<file path="src/rtl/ps_arb_pkg.sv">
// Shared types and helpers for the ps register-bus arbiter.
package ps_arb_pkg;

    // Arbiter transaction phases.
    typedef enum logic [1:0] {
        IDLE  = 2'd0,
        ISSUE = 2'd1,
        WAIT  = 2'd2,
        RESP  = 2'd3
    } arb_state_e;

    // Timeout counter width; covers TIMEOUT values up to 65535.
    localparam int CNT_W = 16;

    // Width of a requester index, never narrower than one bit.
    function automatic int id_width(input int n);
        return (n > 1) ? $clog2(n) : 1;
    endfunction

endpackage

</file>
<file path="src/rtl/rr_pick.sv">
// Combinational round-robin picker: first set request at or above the
// pointer, wrapping modulo N. Reusable by any arbiter.
module rr_pick
    import ps_arb_pkg::*;
#(
    parameter int N     = 4,
    parameter int IDX_W = id_width(N)
) (
    input  logic [N-1:0]     i_req,
    input  logic [IDX_W-1:0] i_ptr,
    output logic [N-1:0]     o_grant,
    output logic [IDX_W-1:0] o_idx,
    output logic             o_any
);

    // Scan N candidates starting at the pointer; the first hit wins.
    always_comb begin
        logic found;
        // NOTE: every output gets a default before the loop, so no path
        // leaves a value unassigned and no latch is inferred.
        found   = 1'b0;
        o_grant = '0;
        o_idx   = '0;
        for (int i = 0; i < N; i++) begin
            if (!found && i_req[(int'(i_ptr) + i) % N]) begin
                found                            = 1'b1;
                o_grant[(int'(i_ptr) + i) % N]   = 1'b1;
                o_idx                            = IDX_W'((int'(i_ptr) + i) % N);
            end
        end
        o_any = found;
    end

endmodule

</file>
<file path="src/rtl/ps_rr_arbiter.sv">
// Round-robin arbiter sharing one rf_node ps register bus between
// NUM_REQ requesters; one transaction in flight, timeout error response.
module ps_rr_arbiter
    import ps_arb_pkg::*;
#(
    parameter int NUM_REQ    = 4,
    parameter int ADDR_WIDTH = 4,
    parameter int DATA_WIDTH = 32,
    parameter int TIMEOUT    = 255,
    localparam int ID_W      = id_width(NUM_REQ)
) (
    input  logic                          clk,
    input  logic                          rst,
    input  logic [NUM_REQ-1:0]            m_req_valid,
    output logic [NUM_REQ-1:0]            m_req_ready,
    input  logic [NUM_REQ-1:0]            m_req_we,
    input  logic [NUM_REQ*ADDR_WIDTH-1:0] m_req_addr,
    input  logic [NUM_REQ*DATA_WIDTH-1:0] m_req_wdata,
    output logic [NUM_REQ-1:0]            m_rsp_valid,
    output logic                          m_rsp_err,
    output logic [DATA_WIDTH-1:0]         m_rsp_rdata,
    output logic                          s_req_valid,
    input  logic                          s_req_ready,
    output logic                          s_req_we,
    output logic [ADDR_WIDTH-1:0]         s_req_addr,
    output logic [DATA_WIDTH-1:0]         s_req_wdata,
    input  logic                          s_rsp_valid,
    input  logic [DATA_WIDTH-1:0]         s_rsp_rdata,
    output logic [ID_W-1:0]               grant_id,
    output logic                          busy
);

    // Request captured from the winning requester at grant time.
    typedef struct packed {
        logic                  we;
        logic [ADDR_WIDTH-1:0] addr;
        logic [DATA_WIDTH-1:0] wdata;
    } req_t;

    arb_state_e            r_state;
    arb_state_e            w_next_state;
    req_t                  r_req;
    logic [ID_W-1:0]       r_ptr;
    logic [ID_W-1:0]       r_grant_id;
    logic [CNT_W-1:0]      r_cnt;
    logic [DATA_WIDTH-1:0] r_rsp_rdata;
    logic                  r_rsp_err;

    logic [NUM_REQ-1:0]    w_pick_onehot;
    logic [ID_W-1:0]       w_pick_idx;
    logic                  w_pick_any;
    logic                  w_accept;
    logic                  w_timeout;
    logic [ID_W-1:0]       w_ptr_next;

    rr_pick #(
        .N     (NUM_REQ),
        .IDX_W (ID_W)
    ) u_pick (
        .i_req   (m_req_valid),
        .i_ptr   (r_ptr),
        .o_grant (w_pick_onehot),
        .o_idx   (w_pick_idx),
        .o_any   (w_pick_any)
    );

    assign w_accept   = (r_state == IDLE) && w_pick_any && !rst;
    assign w_timeout  = (r_cnt == CNT_W'(TIMEOUT - 1));
    assign w_ptr_next = (w_pick_idx == ID_W'(NUM_REQ - 1)) ? '0 : w_pick_idx + 1'b1;

    // State register.
    always_ff @(posedge clk) begin
        // NOTE: sequential state uses non-blocking assignment so every
        // register samples pre-edge values regardless of block order.
        if (rst) begin
            r_state <= IDLE;
        end else begin
            r_state <= w_next_state;
        end
    end

    // Next-state decode and state-derived handshake outputs.
    always_comb begin
        w_next_state = r_state;
        m_req_ready  = '0;
        m_rsp_valid  = '0;
        s_req_valid  = 1'b0;
        busy         = (r_state != IDLE);
        unique case (r_state)
            IDLE: begin
                if (w_accept) begin
                    m_req_ready  = w_pick_onehot;
                    w_next_state = ISSUE;
                end
            end
            ISSUE: begin
                s_req_valid = 1'b1;
                if (s_req_ready) w_next_state = WAIT;
            end
            WAIT: begin
                if (s_rsp_valid || w_timeout) w_next_state = RESP;
            end
            RESP: begin
                m_rsp_valid[r_grant_id] = 1'b1;
                w_next_state            = IDLE;
            end
            default: w_next_state = IDLE;
        endcase
    end

    // Capture registers, round-robin pointer, timeout counter, response data.
    always_ff @(posedge clk) begin
        // NOTE: the data registers are reset as well because they drive
        // outputs directly and those must read 0 straight out of reset.
        if (rst) begin
            r_req       <= '0;
            r_ptr       <= '0;
            r_grant_id  <= '0;
            r_cnt       <= '0;
            r_rsp_rdata <= '0;
            r_rsp_err   <= 1'b0;
        end else begin
            if (w_accept) begin
                r_req.we    <= m_req_we[w_pick_idx];
                r_req.addr  <= m_req_addr[int'(w_pick_idx) * ADDR_WIDTH +: ADDR_WIDTH];
                r_req.wdata <= m_req_wdata[int'(w_pick_idx) * DATA_WIDTH +: DATA_WIDTH];
                r_grant_id  <= w_pick_idx;
                r_ptr       <= w_ptr_next;
            end
            if (r_state == ISSUE && s_req_ready) begin
                r_cnt <= '0;
            end
            if (r_state == WAIT) begin
                if (s_rsp_valid) begin
                    // A real response beats a simultaneous timeout.
                    r_rsp_rdata <= s_rsp_rdata;
                    r_rsp_err   <= 1'b0;
                end else if (w_timeout) begin
                    r_rsp_rdata <= '0;
                    r_rsp_err   <= 1'b1;
                end else begin
                    r_cnt <= r_cnt + 1'b1;
                end
            end
        end
    end

    assign s_req_we    = r_req.we;
    assign s_req_addr  = r_req.addr;
    assign s_req_wdata = r_req.wdata;
    assign m_rsp_rdata = r_rsp_rdata;
    assign m_rsp_err   = r_rsp_err;
    assign grant_id    = r_grant_id;

endmodule
</file>
<file path="config.mk">
export PLATFORM = sky130hd
export DESIGN_NAME = ps_rr_arbiter
export DESIGN_NICKNAME = d
export VERILOG_FILES = /design/src/rtl/ps_arb_pkg.sv /design/src/rtl/rr_pick.sv /design/src/rtl/ps_rr_arbiter.sv
export SDC_FILE = /design/constraint.sdc
export NUM_CORES = 1
export LEC_CHECK = 0
export ABC_AREA = 1
export CORE_UTILIZATION = 42
export CTS_BUF_LIST = sky130_fd_sc_hd__clkbuf_4 sky130_fd_sc_hd__clkbuf_8
export DETAILED_ROUTE_END_ITERATION = 10
export PLACE_DENSITY = 0.83
export RECOVER_POWER = 25
export SLEW_MARGIN = 10
export SYNTH_ARGS = -nofsm -noshare
export SYNTH_HDL_FRONTEND = slang
export SYNTH_SLANG_ARGS = --single-unit
</file>
<file path="constraint.sdc">
create_clock -name clk -period 2.9 [get_ports clk]
set_input_delay 0.435 -clock clk [delete_from_list [all_inputs] [get_ports clk]]
set_output_delay 0.435 -clock clk [all_outputs]
set_load 0.01 [all_outputs]
</file>
==> out/results.txt <==
status -> finished clean
TNS Setup -> 0 ns
minimum setup slack after placement -> 0.0330 ns
I/O Buffers -> 269
Yosys top cell by area -> dfxtp_1
TritonCTS clock tree -> done
vias -> 6,642
Comb power frac -> 0.667
DR WL/cell -> 14.7 um
Slew Viols, Final -> 0
Finished Core Util -> 0.678
largest net degree at the start of global routing -> 60
met2 WL -> 9.07 mm
Seq/Total Area, Yosys -> 0.338
Slew HR -> 0.553
Critical Path RT -> 2.47 ns
Synth warnings -> 0
Leakage -> 3.80 nW
min Tclk post-route -> 2.74 ns
critical path arrival -> 2.31 ns
CTS clk-pin slew, worst paths -> 0.10 ns
Tightest Pin Transition -> 0.670 ns
cells after synthesis -> 862
Tightest Hold Check Type -> flip-flop to flip-flop
vias in the first global route -> 5,895
PnR worst setup slack -> 0.160 ns
Initial Utilization -> 0.432
Worst-Skew Late Latency -> 0.38 ns
clock tree buffer depth -> 2
metal3 WL -> 1.68 mm
layout cell share with drive strength beyond 1 -> 0.0530
Post-synth EDFFs -> 0
Post-synth top flop -> dfxtp_1
H-tree levels -> 3
RD Place Congestion -> 0.965
Final nets -> 1,310
total of max-cap violations -> 0
skew final -> 0.0157 ns
DRC -> 0
Final Hold Viols -> 0
clock power share -> 0.123
post-synth top area share -> 0.338
die area -> 13,400 um2
Cell Area, Synth -> 5460 um2
Period Utilization, post-route -> 0.945
Switch Pwr -> 3.90 mW
initial antenna violation count -> 1
post-route antenna net violation count -> 0
IO Count -> 270
Netlist cell types -> 35
Max IR drop VDD -> 1190 uV
Clock Tree Root -> clkbuf_8
type of origin of the critical path -> flip-flop
first-pass GRT wire length -> 28.7 mm
RSZ-0062 raised after global routing -> no
DR pass1 iterations -> 5
Core ar. -> 12,600 um2
synth cell count leaders -> nand2_1, nand3_1, dfxtp_1
Site Rows -> 41
flops & latches, synth -> 92
uppermost routed layer -> met4
most frequent cell after synthesis -> nand2_1
FMAX -> 365 MHz
Pint -> 4.04 mW
Overflow after GRT -> 0
crit path kind -> flip-flop to output port
Routed WL -> 18.9 mm
Die X -> 116 um
vias per cell -> 5.16
Syn Area/Cell -> 6.33 um2
detailed placement HPWL -> 13.6 mm
Setup violations, final -> 0
CP Capture Type -> output port
Hold WS -> 0.451 ns
Syn Nets -> 1,064
Seq pwr share -> 0.210
largest cells by area after synthesis -> dfxtp_1, nand3_1, nand2_1
PnR Total Power -> 7.95 mW
largest fanout on the critical path -> 7
Power Dens Cells -> 928 nW/um2
Layout area overhead -> 56.9%
Switching Share -> 0.491
Num CTS Buffers -> 9
WL met1 -> 7.59 mm
Initial DRC Count -> 515
post-cts hold buffer count -> 0
Clock Sinks -> 92
asr flop ratio synth -> 0
Die Height -> 116 um
GRT Overall Usage -> 0.272
## worst paths after layout
| kind | from | to | cells after the start | slack (ns) |
|---|---|---|---|---|
| worst max register to register | r_ptr[0] | s_req_wdata[6] | 15 | 0.47 |
| worst min-delay path | s_req_wdata[7] | s_req_wdata[7] | 2 | 0.45 |
| worst max-delay path | r_ptr[0] | m_req_ready[0] | 14 | 0.16 |
| worst min register to register | s_req_wdata[7] | s_req_wdata[7] | 2 | 0.45 |
## stage by stage
step	cells	area, um2
after floorplan	862	5460
after global placement	1268	8290
after detailed placement	1268	8290
after CTS	1284	8530
after global routing	1286	8560
final	1286	8560
## power by group through the flow
stage	clock network (mW)	logic, mW	registers (mW)
floorplan	0	3.49	1.80
global placement	0	5.19	1.69
CTS	1.00	5.29	1.67
finish	0.979	5.30	1.67
detailed placement	0	5.25	1.70
global route	1.06	5.87	1.70
## kinds of logic after synthesis
logic type / after synthesis / synth area share
simple gates: 534 / 0.437
compound gates: 79 / 0.0794
fa+ha+maj: 14 / 0.0321
xor+xnor: 1 / 0.00161
flops: 92 / 0.338
buf+inv: 142 / 0.113
## worst max-delay path, stage by stage, from the launching register on
cell	delay [ns]
dfxtp_2	0.35
inv_2	0.05
ha_4	0.26
inv_1	0.10
nand3_1	0.11
nand2_2	0.13
inv_2	0.08
nor2_8	0.14
nand2_1	0.09
o21ai_1	0.13
a21oi_1	0.05
o21ai_0	0.08
nand2_1	0.07
inv_1	0.05
dlygate4sd2_1	0.26
## cell usage in the layout, fill, tap and decap left out, types with 5 or more instances in the layout
cell             count
a211oi_1             5
nand2_2              5
clkdlybuf4s50_1    224
a21oi_1             46
nor2_1              25
clkbuf_8             9
buf_4               17
dfxtp_1             91
o21ai_0             13
inv_1               80
dlygate4sd3_1       41
nand2_1            248
ha_1                13
o21ai_1              5
nor3_1              10
inv_2                6
nand3_1            230
## sequential cells by signal (all words and copies together) (netlist names)
register	count
m_rsp_err	1
grant_id	2
s_req_wdata	32
r_ptr	2
s_req_we	1
s_req_addr	4
r_state	2
m_rsp_rdata	32
r_cnt	16
## per-layer routing
metal,up-vias,track usage
met5,-,0
met1,3024,0.325
li1,3313,-
met4,0,0.114
met3,39,0.0732
met2,266,0.461
## layout make-up
| class | instances | area, um2 |
|---|---|---|
| inverters | 86 | 323 |
| repair buffers | 291 | 2920 |
| well taps | 172 | 215 |
| diodes | 1 | 2.50 |
| multi-input cells | 628 | 3030 |
| fillers | 1104 | 4060 |
| clock inverters | 7 | 103 |
| flip-flops and latches | 92 | 1840 |
| clock buffers | 9 | 124 |
## repair_timing
item / 4_1_cts / 5_1_grt
endpoints found under the setup margin: 4 / 4
resized for setup: 7 / 7
buffers inserted: 0 / 1
pin swaps: 1 / 1
Power figures use the tool's default switching activity.
